--- config.mk ---
export PLATFORM = sky130hd
export DESIGN_NAME = muldiv_arbiter
export DESIGN_NICKNAME = d
export VERILOG_FILES = /design/src/rtl/muldiv_arbiter.sv
export SDC_FILE = /design/constraint.sdc
export NUM_CORES = 1
export LEC_CHECK = 0
export BUFFER_PORTS_ARGS = -buffer_cell sky130_fd_sc_hd__buf_4
export CORE_AREA = 2 2 239 241
export CTS_BUF_LIST = sky130_fd_sc_hd__clkbuf_4 sky130_fd_sc_hd__clkbuf_8
export CTS_CLUSTER_SIZE = 25
export DETAILED_ROUTE_END_ITERATION = 7
export DIE_AREA = 0 0 241 243
export SLEW_MARGIN = 40
export SYNTH_ARGS = -nofsm -noshare
export SYNTH_HDL_FRONTEND = slang
export SYNTH_SLANG_ARGS = --single-unit
--- constraint.sdc ---
create_clock -name clock -period 2.2 [get_ports clock]
set_clock_uncertainty 0.15 [all_clocks]
set_input_delay 0.44 -clock clock [delete_from_list [all_inputs] [get_ports clock]]
set_output_delay 0.44 -clock clock [all_outputs]
set_load 0.01 [all_outputs]
--- src/rtl/muldiv_arbiter.sv ---
// Round-robin arbiter sharing one iterative MulDiv unit between two requesters.
// Optional BUSY watchdog enabled by defining MULDIV_ARB_TIMEOUT_EN.
module muldiv_arbiter #(
    parameter int XLEN    = 64,
    parameter int TIMEOUT = 256,
    parameter int CNT_W   = 9
) (
    input  logic            clock,
    input  logic            reset,
    input  logic            rq0_valid,
    output logic            rq0_ready,
    input  logic [3:0]      rq0_fn,
    input  logic            rq0_dw,
    input  logic [XLEN-1:0] rq0_in1,
    input  logic [XLEN-1:0] rq0_in2,
    input  logic            rq0_kill,
    input  logic            rq1_valid,
    output logic            rq1_ready,
    input  logic [3:0]      rq1_fn,
    input  logic            rq1_dw,
    input  logic [XLEN-1:0] rq1_in1,
    input  logic [XLEN-1:0] rq1_in2,
    input  logic            rq1_kill,
    output logic            rs0_valid,
    input  logic            rs0_ready,
    output logic [XLEN-1:0] rs0_data,
    output logic            rs1_valid,
    input  logic            rs1_ready,
    output logic [XLEN-1:0] rs1_data,
    output logic            md_req_valid,
    input  logic            md_req_ready,
    output logic [3:0]      md_req_fn,
    output logic            md_req_dw,
    output logic [XLEN-1:0] md_req_in1,
    output logic [XLEN-1:0] md_req_in2,
    output logic            md_kill,
    input  logic            md_resp_valid,
    output logic            md_resp_ready,
    input  logic [XLEN-1:0] md_resp_data,
    output logic            timeout_err
);

    typedef enum logic {IDLE = 1'b0, BUSY = 1'b1} state_e;

    state_e state_q, state_d;
    logic   owner_q, owner_d;
    logic   rr_ptr_q, rr_ptr_d;

    logic   gnt_any, gnt_idx;
    logic   own_kill, own_rs_ready;
    logic   tmo_hit;
    logic   abort;

    if (TIMEOUT >= (1 << CNT_W)) begin : g_cnt_w_check
        $error("CNT_W too narrow for TIMEOUT");
    end

    assign gnt_any      = rq0_valid | rq1_valid;
    assign gnt_idx      = (rq0_valid & rq1_valid) ? rr_ptr_q : rq1_valid;
    assign own_kill     = owner_q ? rq1_kill : rq0_kill;
    assign own_rs_ready = owner_q ? rs1_ready : rs0_ready;
    assign abort        = (state_q == BUSY) & (own_kill | tmo_hit);

    always_ff @(posedge clock or negedge reset) begin
        if (!reset) begin
            state_q  <= IDLE;
            owner_q  <= 1'b0;
            rr_ptr_q <= 1'b0;
        end else begin
            state_q  <= state_d;
            owner_q  <= owner_d;
            rr_ptr_q <= rr_ptr_d;
        end
    end

    always_comb begin
        state_d  = state_q;
        owner_d  = owner_q;
        rr_ptr_d = rr_ptr_q;
        case (state_q)
            IDLE: begin
                if (gnt_any & md_req_ready) begin
                    state_d  = BUSY;
                    owner_d  = gnt_idx;
                    rr_ptr_d = ~gnt_idx;
                end
            end
            BUSY: begin
                if (abort || (md_resp_valid && own_rs_ready)) state_d = IDLE;
            end
            default: state_d = IDLE;
        endcase
    end

    // Handshake outputs are gated by reset so nothing leaks while it is held.
    always_comb begin
        md_req_valid  = 1'b0;
        rq0_ready     = 1'b0;
        rq1_ready     = 1'b0;
        rs0_valid     = 1'b0;
        rs1_valid     = 1'b0;
        md_resp_ready = 1'b0;
        md_kill       = 1'b0;
        md_req_fn     = gnt_idx ? rq1_fn  : rq0_fn;
        md_req_dw     = gnt_idx ? rq1_dw  : rq0_dw;
        md_req_in1    = gnt_idx ? rq1_in1 : rq0_in1;
        md_req_in2    = gnt_idx ? rq1_in2 : rq0_in2;
        rs0_data      = md_resp_data;
        rs1_data      = md_resp_data;
        if (reset) begin
            case (state_q)
                IDLE: begin
                    md_req_valid  = gnt_any;
                    rq0_ready     = gnt_any & ~gnt_idx & md_req_ready;
                    rq1_ready     = gnt_any &  gnt_idx & md_req_ready;
                    md_resp_ready = 1'b1;
                end
                BUSY: begin
                    md_kill       = abort;
                    rs0_valid     = ~owner_q & md_resp_valid & ~abort;
                    rs1_valid     =  owner_q & md_resp_valid & ~abort;
                    md_resp_ready = own_rs_ready;
                end
                default: ;
            endcase
        end
    end

`ifdef MULDIV_ARB_TIMEOUT_EN
    logic [CNT_W-1:0] cnt_q, cnt_d;
    logic             err_q, err_d;

    // cnt_q holds (BUSY cycle number - 1), so the kill lands on BUSY cycle TIMEOUT.
    assign tmo_hit     = (state_q == BUSY) && (cnt_q == CNT_W'(TIMEOUT - 1));
    assign timeout_err = err_q;

    always_comb begin
        cnt_d = (state_q == BUSY) ? cnt_q + 1'b1 : '0;
        err_d = err_q | tmo_hit;
    end

    always_ff @(posedge clock or negedge reset) begin
        if (!reset) begin
            cnt_q <= '0;
            err_q <= 1'b0;
        end else begin
            cnt_q <= cnt_d;
            err_q <= err_d;
        end
    end
`else
    assign tmo_hit     = 1'b0;
    assign timeout_err = 1'b0;
`endif

endmodule

==> results.md, run 1 <==
- The boundary pin count is 609.
- Along the worst path, the maximum fanout reaches 9.
- From synthesis to final layout, the design area changed by 143.6%.
- The die span in x is 241 um.
- Counting cells, the worst reg-to-reg path comes to 4.
- The required time at the endpoint of the critical path is 1.61 ns.
- Of the total power, registers draw 3.9%.
- Clock-pin slew was measured on the worst setup and hold paths at 0.03 ns.
- The destination of the critical timing path is md_req_in2[55].
- The worst setup path startpoint is rr_ptr_q$_DFFE_PN0P_.
- The clock network burns 6.1% of the power.
- Per report_power, the combinational group accounts for 89.9% of the total.
- The placeable core area is 0.05595 mm2.
- The synthesized instance count is 305.
- The worst path in the final design needs a cycle of 2.365 ns, including I/O delays and setup.
- The proportion of layout cells with a drive suffix above 1 is 92.36%.
- The flow ran to the end, but the final reports show violations.
- The tool flagged a number of max-cap violations equal to 0.
- CTS built an H-tree with a depth of 1.
- The number of global-route vias before repair was 3,831.
- Once layout is complete, the utilization of the core stands at 12.25%.
- For this design, the sink count on the clock tree is 3.
- Dividing total power by cell area gives a power density of 412.6 mW/mm2.
- The critical register-to-register path startpoint is rr_ptr_q$_DFFE_PN0P_.
- The per-instance average area after synthesis is 9.230 um2.
- For this run, the total global-route usage over all layers was measured as 6.809%.
- The path category of the worst min-delay check is primary input to register.
- The worst setup path is launched from a register.
- The clock root buffer is clkbuf_8.
- The most common cell in the synthesized netlist is buf_4.
- Fill cells in the final layout number 6,397.
- The HPWL after detailed placement is 19,930 um.
- The analysis attributes to net switching a power of 0.001018 W.
- The DRC marker count from the first detailed-route iteration is 69.
- The routed layout has 3,752 vias.
- The clock latency at the later pin of the worst-skew pair is 0.22 ns.
- The count of nets left with antenna violations once routing finished came out at 0.
- For this run, the register share of the synthesized area comes to 2.667%.
- TritonCTS built the clock tree.
- The net switching share of the total power is 35.99%.
- The number of max-slew violations in the final report was 0.
- The highest attainable clock frequency is 422.8 MHz.
- The setup slack on the worst flop-to-flop path is 0.88 ns.
- The count of non-filler cells in the finished layout is 1,376.
- The instance count after placement with tap cells included is 1,346.
- The number of antenna violations at the first check in global routing came to 11.
- The total detailed-routing wirelength is 24,320 um.
- The endpoint of the worst register-to-register path is owner_q$_DFFE_PN0P_.
- The final standard cell area without fillers is 0.006857 mm2.
- The count of synthesis-stage warnings from yosys is 0.
- The final-report hold violation count is 0.
- The worst-case hold slack is 0.4091 ns.
- Counting every net in the synthesized netlist gives 645.
- For this run, design rule violations remaining after detail routing come to 0.
- The static leakage is 3.320 nW.
- Sorting the synthesized cells by how often they occur yields buf_4, mux2_1, mux2_2, buf_6, buf_2.
- The first global-routing pass estimated 27,390 um of wire.
- After the last flow step, the layout net total stands at 956.
- The initial utilization of the core area, before any placement, comes to 5.032%.
- The final setup violation count is 130.
- The critical path in this run is classified as register to output port.
- The count of flip-flops with a built-in enable after synthesis is 0.
- Summing internal, switching and leakage power gives 0.002829 W.
- In the routed layout, each cell is associated on average with a via count of 2.727.
- The maximum clock insertion buffer count is 2.
- The count of different cell masters after synthesis is 26.
- The data arrival time of the critical path is 1.78 ns.
- The die covers 0.05856 mm2.
- After detailed placement, the total cell area comes to 0.005947 mm2.
- Setup repair after global routing could not meet its margin everywhere.
- The internal power component is 0.001811 W.
- The congestion estimate from routability-driven global placement came to 0.8528.
- The summed instance area of the synthesized netlist is 0.002815 mm2.
- The top cell type by area accounts for 34.67% of the synthesized area.
- The synthesized design contains 3 register bits.
- The final critical path takes up 107.5% of the cycle.
- In this run, CTS created clock tree buffers numbering 3.
- Global routing finished with a remaining overflow of 0.
- In the post-route analysis, the smallest setup slack over all paths is -0.1653 ns.
- Of all flip-flops after synthesis, the portion carrying an async set or reset was 100.0%.
- The primary flip-flop cell chosen by synthesis mapping is dfrtp_1.
- The die is 243 um tall.
- After synthesis, the cell types taking the most area are buf_4, mux2_1, mux2_2.
- The capturing element type of the critical path is an output port.
- The final reports fail on setup timing.
- The number of buffers inserted by port buffering is 415.
- The placement row count is 87.
- Entering global routing, the biggest net connects 36 pins.
- The number of optimization iterations in the first detailed-route pass is 4.
- The maximum resistive drop on vdd is 0.1984 mV.
- The detailed-route wire length per cell is 17.68 um.
- The leading area contributor after synthesis is buf_4.
worst max-delay path: stages (launching register included):
cell,delay [ns]
dfrtp_1,0.41
o21ai_4,0.20
buf_4,0.16
buf_6,0.13
buf_16,0.15
mux2_1,0.35
buf_4,0.15
power by group through the flow:
stage | logic, W | clock network [W] | registers (W)
5_1_grt | 0.00268 | 0.000187 | 0.000116
3_3_place_gp | 0.00190 | 0 | 0.000111
3_5_place_dp | 0.00191 | 0 | 0.000112
6_report | 0.00254 | 0.000173 | 0.000111
4_1_cts | 0.00213 | 0.000177 | 0.000112
2_1_floorplan | 0.00108 | 0 | 0.000103
area by class of cell:
| cell class | instances | area, um2 | share of cell area, % |
|---|---|---|---|
| clock buffer | 4 | 48.80 | 0.7117 |
| tap | 756 | 945.9 | 13.80 |
| antenna | 5 | 12.51 | 0.1825 |
| inverter | 2 | 7.507 | 0.1095 |
| sequential | 3 | 75.07 | 1.095 |
| multi-input combinational | 157 | 1922 | 28.03 |
| timing repair buffer | 449 | 3845 | 56.08 |
cell families after synthesis:
logic type,after synthesis,synth area share (%)
buffers and inverters,145,38.80
muxes,135,53.91
and+or+nand+nor,12,2.311
AOI/OAI and AO/OA,9,2.178
DFF,3,2.667
other,1,0.1332
cells in the final DEF (no fill, tap or decap), drive strengths merged, types with 2 or more instances in the layout:
cell type and n:
a21oi 2, buf 441, clkbuf 11, dfrtp 3, diode 5, inv 2
mux2 133, mux2i 2, nand2 3, nor2 2, nor3b 2, o21ai 2
stage by stage:
stage	TNS [ns]	setup WS, ns
after CTS	-15.93	-0.1618
after detailed placement	-10.94	-0.1815
after global placement	-9.059	-0.1634
after floorplan	0	0.2177
final	-14.54	-0.1653
after global routing	-22.81	-0.2225
timing repair:
item | CTS | global route
gates cloned | 2 | 10
gates resized for setup | 56 | 87
setup endpoints to repair | 124 | 133
pin swaps | 1 | 1
buffers inserted | 3 | 5
endpoints found under the hold margin | 3 | 0
hold buffers | 1 | 0
sequential cells by signal, summed over array words and instances (netlist names):
| name | cells |
|---|---|
| owner_q | 1 |
| rr_ptr_q | 1 |
| state_q | 1 |
per-layer routing:
layer	up-vias	wire length (um)	share of wire, %	track usage [%]
met5	-	0	0	0
met4	0	833	3.4	2.015
met3	34	2966	12	2.764
met2	490	12530	52	13.54
met1	1674	7988	33	6.152
li1	1554	-	-	-
worst min path at each step:
stage	depth (start not counted)	from	end	slack [ns]
after floorplan	0	reset	owner_q$_DFFE_PN0P_	-0.006
after global placement	1	reset	rr_ptr_q$_DFFE_PN0P_	0.10
after detailed placement	1	reset	rr_ptr_q$_DFFE_PN0P_	0.10
after CTS	4	md_resp_valid	state_q$_DFF_PN0_	0.41
after global routing	4	md_resp_valid	state_q$_DFF_PN0_	0.43
final	4	md_resp_valid	state_q$_DFF_PN0_	0.41
(Power assumes the default switching activity.)
==> inputs of run 2 (changes only) <==
==> constraint.sdc (replaced) <==
create_clock -name clock -period 2.6 [get_ports clock]
set_clock_uncertainty 0.15 [all_clocks]
set_input_delay 0.52 -clock clock [delete_from_list [all_inputs] [get_ports clock]]
set_output_delay 0.52 -clock clock [all_outputs]
set_load 0.01 [all_outputs]
==> run 2 against run 1 <==
  * Power shrank 35%
  * Flip-flop and latch count unchanged
  * The run now ends clean
  * First-iteration DRC count increased by 23%
  * Design area shrank 13%
  * Global-route usage down 0.29 points
  * Critical endpoint is now md_req_in1[7]
  * Largest power group unchanged
  * Critical path depth decreased by 2
  * Core utilization down 1.6 points
  * Clock-buffer cell count stayed put
==> results.md, run 2 (synthesis results as in run 1) <==
- Walking the worst path, the cells encountered are o21ai_4 > clkbuf_16 > mux2_2 > buf_4.
- For this run, the total global-route usage over all layers was measured as 6.516%.
- The maximum net fanout on the critical path is 35.
- The clock sink count is 3.
- The number of buffers inserted by post-CTS setup repair is 0.
- The met3 usage in global routing is 2.832%.
- The height of the chip is 243 um.
- The instance count after placement with tap cells included is 1,339.
- The global routing met1 resource utilization is 5.817%.
- The die span in x is 241 um.
- The final-report hold violation count is 0.
- The multi-input combinational cells in the finished layout cover a total of 0.001655 mm2.
- The commonest non-fill, non-tap cell in the layout is buf_4.
- The share of the cycle needed by the critical path after routing is 97.74%.
- The number of antenna violations at the first check in global routing was 10.
- Clock tree synthesis inserted a total of 3 buffers.
- The ratio of routed vias to standard cells is 2.623.
- Of the cells placed in the final design, the portion with a size suffix greater than 1 is 83.53%.
- The largest net degree at the start of global routing is 71.
- The area after detailed placement is 0.005894 mm2.
- In this run the remaining antenna-violating nets after routing total 0.
- The initialized floorplan defines 87 standard-cell rows.
- For this run, the top clock speed supported by timing is 393.5 MHz.
- The number of max-slew violations in the final report came to 0.
- The sort of element at the start of the critical path is a register.
- On the critical path the largest part of the delay comes from buffers and inverters.
- The post-route minimum period is 2.541 ns.
- The remaining design rule violation count is 0.
- The clock passes through at most 2 buffers.
- The required time at the endpoint of the critical path is 1.93 ns.
- The global-route wire length before repair is 25,870 um.
- The wire-length estimate of the detail-placed layout is 19,930 um.
- The number of global-route vias before repair is 3,606.
- The number of buffers and inverters on the critical path is 2.
- After the last flow step, the layout net total stands at 930.
- Across all register-to-register paths, the minimum setup slack is 1.30 ns.
- The area of the die is 0.05856 mm2.
- Once the floorplan was initialized, standard cells occupied 5.032% of the core.
- The summed negative setup slack over all endpoints is 0 ns.
- STA classifies the critical path endpoint as an output port.
- Setup violations remaining at the end of the flow were counted as 0.
- The clock latency at the later pin of the worst-skew pair is 0.22 ns.
- The TritonCTS clock tree is yes.
- met2 is the most crowded layer.
- The peak per-stage delay on the critical path is 0.44 ns.
- The flow ran to the end, and the final reports show no timing, DRC or antenna violations.
- The number of maximum-capacitance constraint violations is 0.
- The data arrival time of the critical path is 1.87 ns.
- The tightest min-delay check is of the primary input to register type.
- Relative to the synthesized area, the layout overhead comes to 112.5%.
- In this run the number of H-tree levels came out at 1.
- The area used by sequential logic in the layout is 76.32 um2.
- Leaving out fill and tap cells, the most frequent cells in the layout are buf_4, mux2_1, mux2_2.
- The root buffer cell chosen for the clock tree is clkbuf_8.
- In the final layout, the registers with the most flip-flops are owner_q (1), rr_ptr_q (1), state_q (1).
- The library cell contributing the largest single delay on the critical path is dfrtp_2.
- The number of buffers inserted by port buffering is 415.
- After routing the design area is 0.005983 mm2.
- IR analysis of the VDD net gives a maximum drop of 0.1916 mV.
- The finished layout holds 1,347 standard cells, fillers aside.
- In the final routed layout, each cell accounts on average for 16.19 um.
- In this run the static leakage power is 2.727 nW.
- After the first detailed-routing iteration, the DRC count stood at 85.
- The critical path is of the register to output port type.
- Counting the fill cells in the layout gives 6,517.
- Setup repair after global routing left no endpoint under its margin.
- The aggregate global routing overflow is 0.
- The detailed router placed 3,533 vias in this run.
- For this design the ratio of total power to cell area is 308.3 mW/mm2.
- The met2 demand-to-capacity share in global routing is 13.25%.
- At the end of routability-driven placement, the weighted congestion stood at 0.8854.
- The total detailed-routing wirelength is 21,810 um.
- The number of optimization iterations in the first detailed-route pass is 5.
- The boundary pin count is 609.
- The placeable core area is 0.05595 mm2.
- Clock-pin slew was measured on the worst setup and hold paths at 0.03 ns.
[run 2: report_power, final]
| part | internal, W | total [W] | switching (W) |
|---|---|---|---|
| clock network | 0.000115 | 0.000152 | 0.0000366 |
| registers | 0.0000666 | 0.000100 | 0.0000335 |
| logic | 0.000958 | 0.00159 | 0.000634 |
[run 2: what timing repair did]
action,4_1_cts,5_1_grt
hold endpoints to repair,3,0
hold buffers,1,0
setup endpoints to repair,0,11
gates resized for setup,0,3
[run 2: worst register-to-register path, stage by stage (launching register included)]
cell and delay (ns):
dfrtp_1 0.43, nor2b_1 0.32, nand2_1 0.10, a22o_1 0.19
[run 2: routing by layer]
layer  wire length, um  vias up
met2             11330      498
met5                 0        -
met4               433        0
met3              3055       27
met1              6989     1513
li1                  -     1495
[run 2: final timing paths]
| path | endpoint | depth (start not counted) | startpoint |
|---|---|---|---|
| worst max-delay path | md_req_in1[7] | 4 | rr_ptr_q$_DFFE_PN0P_ |
| worst min-delay path | rr_ptr_q$_DFFE_PN0P_ | 2 | rq1_valid |
| worst max register to register | owner_q$_DFFE_PN0P_ | 3 | state_q$_DFF_PN0_ |
| worst min register to register | rr_ptr_q$_DFFE_PN0P_ | 1 | rr_ptr_q$_DFFE_PN0P_ |
| max in group asynchronous | rr_ptr_q$_DFFE_PN0P_ | 2 | reset |
| min in group asynchronous | state_q$_DFF_PN0_ | 2 | reset |
[run 2: cell type report]
| type | instances | share of cell area [%] |
|---|---|---|
| antenna | 2 | 0.08365 |
| clock buffer | 4 | 0.8156 |
| inverter | 2 | 0.1255 |
| multi-input combinational | 157 | 27.67 |
| sequential | 3 | 1.276 |
| tap | 756 | 15.81 |
| timing repair buffer | 423 | 54.22 |
[run 2: metrics by stage]
| step | power, W | hold WS [ns] | util [%] | setup slack, ns |
|---|---|---|---|---|
| after floorplan | 0.0009993 | 0.07441 | - | 0.4577 |
| after global placement | 0.001666 | 0.1825 | 10.53 | 0.04646 |
| after detailed placement | 0.001680 | 0.1857 | 10.53 | 0.01030 |
| after CTS | 0.001843 | 0.3891 | 10.64 | 0.009039 |
| after global routing | 0.001958 | 0.4023 | 10.69 | 0.01011 |
| final | 0.001845 | 0.3907 | 10.69 | 0.05874 |
